===== src/rtl/music_sequencer.sv =====
// Song tone-table sequencer: steps quarter-beat indices at a fixed tempo under
// play/pause/stop/loop control and turns the returned tone (Hz) into a square wave.
module music_sequencer #(
    parameter int unsigned CLK_HZ    = 100000000,
    parameter int unsigned BEAT_HZ   = 8,
    parameter int unsigned SONG_LEN  = 118,
    parameter int unsigned MUTE_TONE = 20000
) (
    input  logic        clk,
    input  logic        rst_n,
    input  logic        play,
    input  logic        pause,
    input  logic        stop,
    input  logic        loop_en,
    input  logic [31:0] tone_in,
    output logic [7:0]  beat_num,
    output logic [1:0]  state,
    output logic        playing,
    output logic        song_done,
    output logic        audio_out
);

    localparam int unsigned   TICKS     = CLK_HZ / BEAT_HZ;
    localparam int unsigned   TW        = (TICKS > 1) ? $clog2(TICKS) : 1;
    localparam logic [TW-1:0] TICK_LAST = TW'(TICKS - 1);
    localparam logic [7:0]    BEAT_LAST = 8'(SONG_LEN - 1);
    localparam logic [33:0]   CLK34     = 34'(CLK_HZ);

    typedef enum logic [1:0] {
        StIdle  = 2'd0,
        StPlay  = 2'd1,
        StPause = 2'd2,
        StDone  = 2'd3
    } state_e;

    state_e        state_q, state_d;
    logic [7:0]    beat_q, beat_d;
    logic [TW-1:0] tick_q, tick_d;
    logic [32:0]   acc_q, acc_d;
    logic          audio_q, audio_d;
    logic          done_q, done_d;
    logic          playing_q;
    logic          tone_ok;
    logic [33:0]   sum;

    always_ff @(posedge clk or negedge rst_n) begin
        if (!rst_n) begin
            state_q   <= StIdle;
            beat_q    <= '0;
            tick_q    <= '0;
            acc_q     <= '0;
            audio_q   <= 1'b0;
            done_q    <= 1'b0;
            playing_q <= 1'b0;
        end else begin
            state_q   <= state_d;
            beat_q    <= beat_d;
            tick_q    <= tick_d;
            acc_q     <= acc_d;
            audio_q   <= audio_d;
            done_q    <= done_d;
            playing_q <= (state_d == StPlay);
        end
    end

    // Command priority stop > pause > play; play while already playing must not stall the tick.
    always_comb begin
        state_d = state_q;
        beat_d  = beat_q;
        tick_d  = tick_q;
        done_d  = 1'b0;
        if (stop) begin
            state_d = StIdle;
            beat_d  = '0;
            tick_d  = '0;
        end else if (pause) begin
            if (state_q == StPlay) begin
                state_d = StPause;
            end
        end else if (play && state_q != StPlay) begin
            state_d = StPlay;
            if (state_q != StPause) begin
                beat_d = '0;
                tick_d = '0;
            end
        end else if (state_q == StPlay) begin
            if (tick_q == TICK_LAST) begin
                tick_d = '0;
                if (beat_q < BEAT_LAST) begin
                    beat_d = beat_q + 8'd1;
                end else begin
                    done_d = 1'b1;
                    if (loop_en) begin
                        beat_d = '0;
                    end else begin
                        state_d = StDone;
                    end
                end
            end else begin
                tick_d = tick_q + TW'(1);
            end
        end
    end

    assign tone_ok = (tone_in < MUTE_TONE) && (tone_in != '0);
    assign sum     = {1'b0, acc_q} + {1'b0, tone_in, 1'b0};

    // Accumulate 2*f per cycle and toggle on each CLK_HZ overflow: output averages f Hz.
    always_comb begin
        acc_d   = '0;
        audio_d = 1'b0;
        if (!stop && state_q == StPlay && tone_ok) begin
            if (sum >= CLK34) begin
                acc_d   = 33'(sum - CLK34);
                audio_d = ~audio_q;
            end else begin
                acc_d   = sum[32:0];
                audio_d = audio_q;
            end
        end
    end

    assign beat_num  = beat_q;
    assign state     = state_q;
    assign playing   = playing_q;
    assign song_done = done_q;
    assign audio_out = audio_q;

endmodule

===== config.mk =====
export PLATFORM = sky130hd
export DESIGN_NAME = music_sequencer
export DESIGN_NICKNAME = d
export VERILOG_FILES = /design/src/rtl/music_sequencer.sv
export SDC_FILE = /design/constraint.sdc
export NUM_CORES = 1
export LEC_CHECK = 0
export ABC_AREA = 0
export BUFFER_PORTS_ARGS = -buffer_cell sky130_fd_sc_hd__buf_2
export CAP_MARGIN = 15
export CELL_PAD_IN_SITES_DETAIL_PLACEMENT = 0
export CELL_PAD_IN_SITES_GLOBAL_PLACEMENT = 1
export CORE_AREA = 2 2 135 137
export CTS_CLUSTER_SIZE = 20
export DETAILED_ROUTE_END_ITERATION = 10
export DIE_AREA = 0 0 137 139
export PLACE_DENSITY_LB_ADDON = 0.1
export SYNTH_ARGS = -nofsm -noshare
export SYNTH_HDL_FRONTEND = slang
export SYNTH_SLANG_ARGS = --single-unit

===== constraint.sdc =====
create_clock -name clk -period 3.7 [get_ports clk]
set_clock_uncertainty 0.15 [all_clocks]
set_input_delay 0.555 -clock clk [delete_from_list [all_inputs] [get_ports clk]]
set_output_delay 0.555 -clock clk [all_outputs]
set_load 0.01 [all_outputs]

==> results.txt <==
Timing would allow up to 0.248 GHz. The worst setup path is launched from a flip-flop. The total clock buffers created by CTS is 9. Signal routing reaches up to met4. Data arrives at the worst endpoint at about 4.1 ns. The net switching power figure is 522 uW. The commonest register cell after synthesis is dfrtp_1. The number of filler cells placed in the layout came out at between 1500 and 2000.

Across the run, the number of max-cap violations was 0. The die covers 0.0190 mm^2. The clock tree buffer depth came out at 2.

The share of total power dissipated in the clock network is 0.419. The number of global-route vias before repair is 5997. The worst setup path is of the reg2reg kind. Detailed routing inserted a total of 5948 vias. Once detail routing completed, the nets flagged for antenna violations numbered 0. In the finished design, the share of the clock period the worst path needs comes to 1.09. Of the cells placed in the final design, the portion with a size suffix greater than 1 is 0.310.

The switching fraction of total power came out at 0.270. The number of nets in the layout is just under 1000. Synthesis handed over a netlist of 699 instances. For the worst-skew pair, the clock arrives at the later sink with an insertion delay of about 0.33 ns. The count of unresolved DRC violations after routing is 0. The wire length of the first global-routing pass came out at around 30000 um. The floorplan has 49 rows. For this run, the number of standard cells in the final layout without fillers is 1142.

The register area share after synthesis is 0.303. TritonCTS built the clock tree. Counting cells, the worst reg-to-reg path comes to 17. The final layout contains routed wiring with a total length of 18400 um. The core area is 0.0177 mm^2. The post-synthesis instance area is 0.00569 mm^2. The DRC violation total after the first TritonRoute iteration came out at 338.

The sequential share of power is 0.396. The mean instance size in the synthesized netlist came out at 8.14 um^2. Detailed routing placed a total of 8970 um of wire on met2. In the routed layout, each cell is associated on average with a via count of approximately 5.2. The initial utilization of the core area, before any placement, comes to 0.322.

Entering global routing, the biggest net connects 31 pins. Yosys printed 0 warnings. In this run the worst path has a maximum fanout of 9.

The synthesized design spends more area on one cell type than any other, namely dfrtp_1. The synthesis-to-layout area growth is 37.4%. The clock slew seen by the registers of the worst setup and hold paths is 0.06 ns. Setup total negative slack on the finished layout was measured at -6.59 ns.

The worst IR drop on VDD is approximately 0.27 mV. On the final layout, the worst hold slack is 0.0266 ns. The weighted congestion reported at the end of routability-driven placement came out at 0.861. The total power consumption of the routed design came out at 1.93 mW. The count of pins over their slew limit is 0. Setup repair after global routing could not meet its margin everywhere. In this run the worst hold path is classified as in2async. Yosys mapped the design onto 70 distinct sky130hd cell types. After synthesis, the cell types taking the most area are dfrtp_1, ha_1, a21oi_1. The clock tree root buffer cell is clkbuf_16. The estimated wirelength of the detail-placed design is 14600 um. The sum of overflow across all layers after global routing is 0. Input and output buffers added on the ports amount to 50.

The aggregate global-route resource usage is 0.199. The most common cell after layout, fill and taps aside is buf_4. The area fraction of the dominant cell type after synthesis is 0.303. The fraction of the core area covered by cells at the end of the flow came out at 0.443.

The total clock sinks is 69. The number of nets in the synthesized netlist is slightly below 800. Once placement completed, the tool counted placed cells totaling 1117. The internal power of the cells totals 1.41 mW. Measured against its own limit, the worst slew margin works out to 0.554. In the layout the commonest cells are buf_4, dfrtp_1, nand2_1.

The cell area power density is 247 mW/mm^2. The total leakage power is between 3 and 4 nW. For this run, asynchronously set or reset flops after synthesis account for 1.00. The die is between 100 and 150 um wide. The number of buffers added to fix hold violations after cts came out at 0. The final setup slack of the worst path came out at -0.338 ns. The average wire per standard cell is 16.1 um.

The number of enable flip-flop cells after synthesis is 0. The flow ran to the end, but the final reports show violations. The routed length on met3 is 411 um.

The time the final worst path needs with I/O delays and setup is around 4.0 ns. The final count of hold timing violations was 0. The number of search-and-repair iterations in the first detailed-routing pass is 5. STA classifies the critical path endpoint as a flip-flop. The logic gate share of total power came out at 0.186. The detailed router put a total of 8800 um of wire on met1. In this run the count of I/O pins placed on the die edge is 51. The synthesis-stage register bit count came out at 69.

The H-tree level count came out at 3. The data required time of the critical path came out at around 3.8 ns. Setup violations remaining at the end of the flow were counted as 26. The die boundary height is 139 um. The checks that failed: setup timing. The initial antenna violation count came out at 0. The final antenna diode count came out at 0.

The transition time of the tightest slew-check pin is 0.662 ns.
==> per-stage QoR <==
step	worst slack, ns	cell area (um^2)
2_1_floorplan	-0.245	5740
5_1_grt	-0.632	7820
4_1_cts	-0.336	7740
3_3_place_gp	-0.642	7400
3_5_place_dp	-0.817	7400
6_report	-0.338	7820
==> what timing repair did <==
action,4_1_cts,5_1_grt
resized for setup,6,10
pin swaps,4,8
buffers inserted,3,5
gates cloned,1,0
setup endpoints to repair,26,26
==> cell type report <==
type	instances	area, um^2	share of cell area
clock buffer	12	256	0.0328
tap	229	287	0.0366
timing repair buffer	225	1580	0.201
sequential	69	1730	0.221
clock inverter	4	22.5	0.00288
multi-input combinational	583	3880	0.496
inverter	20	75.1	0.00960
==> cells in the mapped netlist (all sizes together), types with 3 or more instances <==
cell     n
nand4   20
nand2   68
buf     15
o21a     3
nor3    20
a211oi   8
or4      4
a21oi   65
a41oi    3
and4     6
o31ai    9
o211ai   8
nor4b    4
nor4    12
ha      37
nand3   37
nor2b    6
a31oi    5
clkbuf  13
nor3b    3
or3     16
and2     9
nand4b   3
and3    10
inv     20
o21ai   62
dfrtp   69
a221oi   3
xor2    25
a22o     3
nor2    65
xnor2   18
a21o    15
mux2i    4
==> power groups by stage <==
stage / Sequential, mW / Clock, mW / Combinational, mW
2_1_floorplan: 0.781 / 0 / 0.169
3_3_place_gp: 0.778 / 0 / 0.348
3_5_place_dp: 0.779 / 0 / 0.352
4_1_cts: 0.765 / 0.839 / 0.359
5_1_grt: 0.766 / 0.883 / 0.400
6_report: 0.765 / 0.809 / 0.359
==> metal layers <==
metal | track usage | vias up
met5 | 0 | -
met3 | 0.0362 | 15
met1 | 0.267 | 2855
li1 | - | 3008
met4 | 0.0358 | 0
met2 | 0.336 | 70
==> worst max-delay path, cell delays in order (launching register included) <==
cell      delay, ns
dfrtp_1        0.39
ha_4           0.17
fa_2           0.33
a21o_1         0.20
a221oi_2       0.31
o21ai_1        0.11
xnor2_1        0.16
buf_4          0.16
ha_4           0.15
inv_1          0.07
a2111o_1       0.14
a41oi_2        0.17
o21ba_4        0.25
o31a_4         0.30
o211a_4        0.28
buf_4          0.15
or3_1          0.33
a21oi_1        0.14
==> sequential cells by signal, summed over array words and instances, names as in the netlist <==
register and flops:
song_done 1, tick_q 24, beat_num 8, playing 1
state 2, audio_out 1, acc_q 32
==> cell families (layout without fill, tap and decap cells) <==
group,count (synthesis),count (layout),share of synthesized area
flops,69,69,0.303
compound gates,204,205,0.236
xor+xnor,43,43,0.0688
mux,4,4,0.00703
fa+ha+maj,39,39,0.0866
simple gates,292,292,0.262
buf+inv,48,261,0.0369
==> final timing paths <==
kind                                               end  slack [ns]              startpoint
worst min-delay path               acc_q[31]$_DFF_PN0_        0.03                   rst_n
worst max register to register     acc_q[14]$_DFF_PN0_       -0.34      acc_q[1]$_DFF_PN0_
worst max-delay path               acc_q[14]$_DFF_PN0_       -0.34      acc_q[1]$_DFF_PN0_
max in group asynchronous           acc_q[4]$_DFF_PN0_        2.58                   rst_n
min in group clk                tick_q[21]$_DFFE_PN0P_        0.33  tick_q[21]$_DFFE_PN0P_
worst min register to register  tick_q[21]$_DFFE_PN0P_        0.33  tick_q[21]$_DFFE_PN0P_
Power figures use the tool's default switching activity.
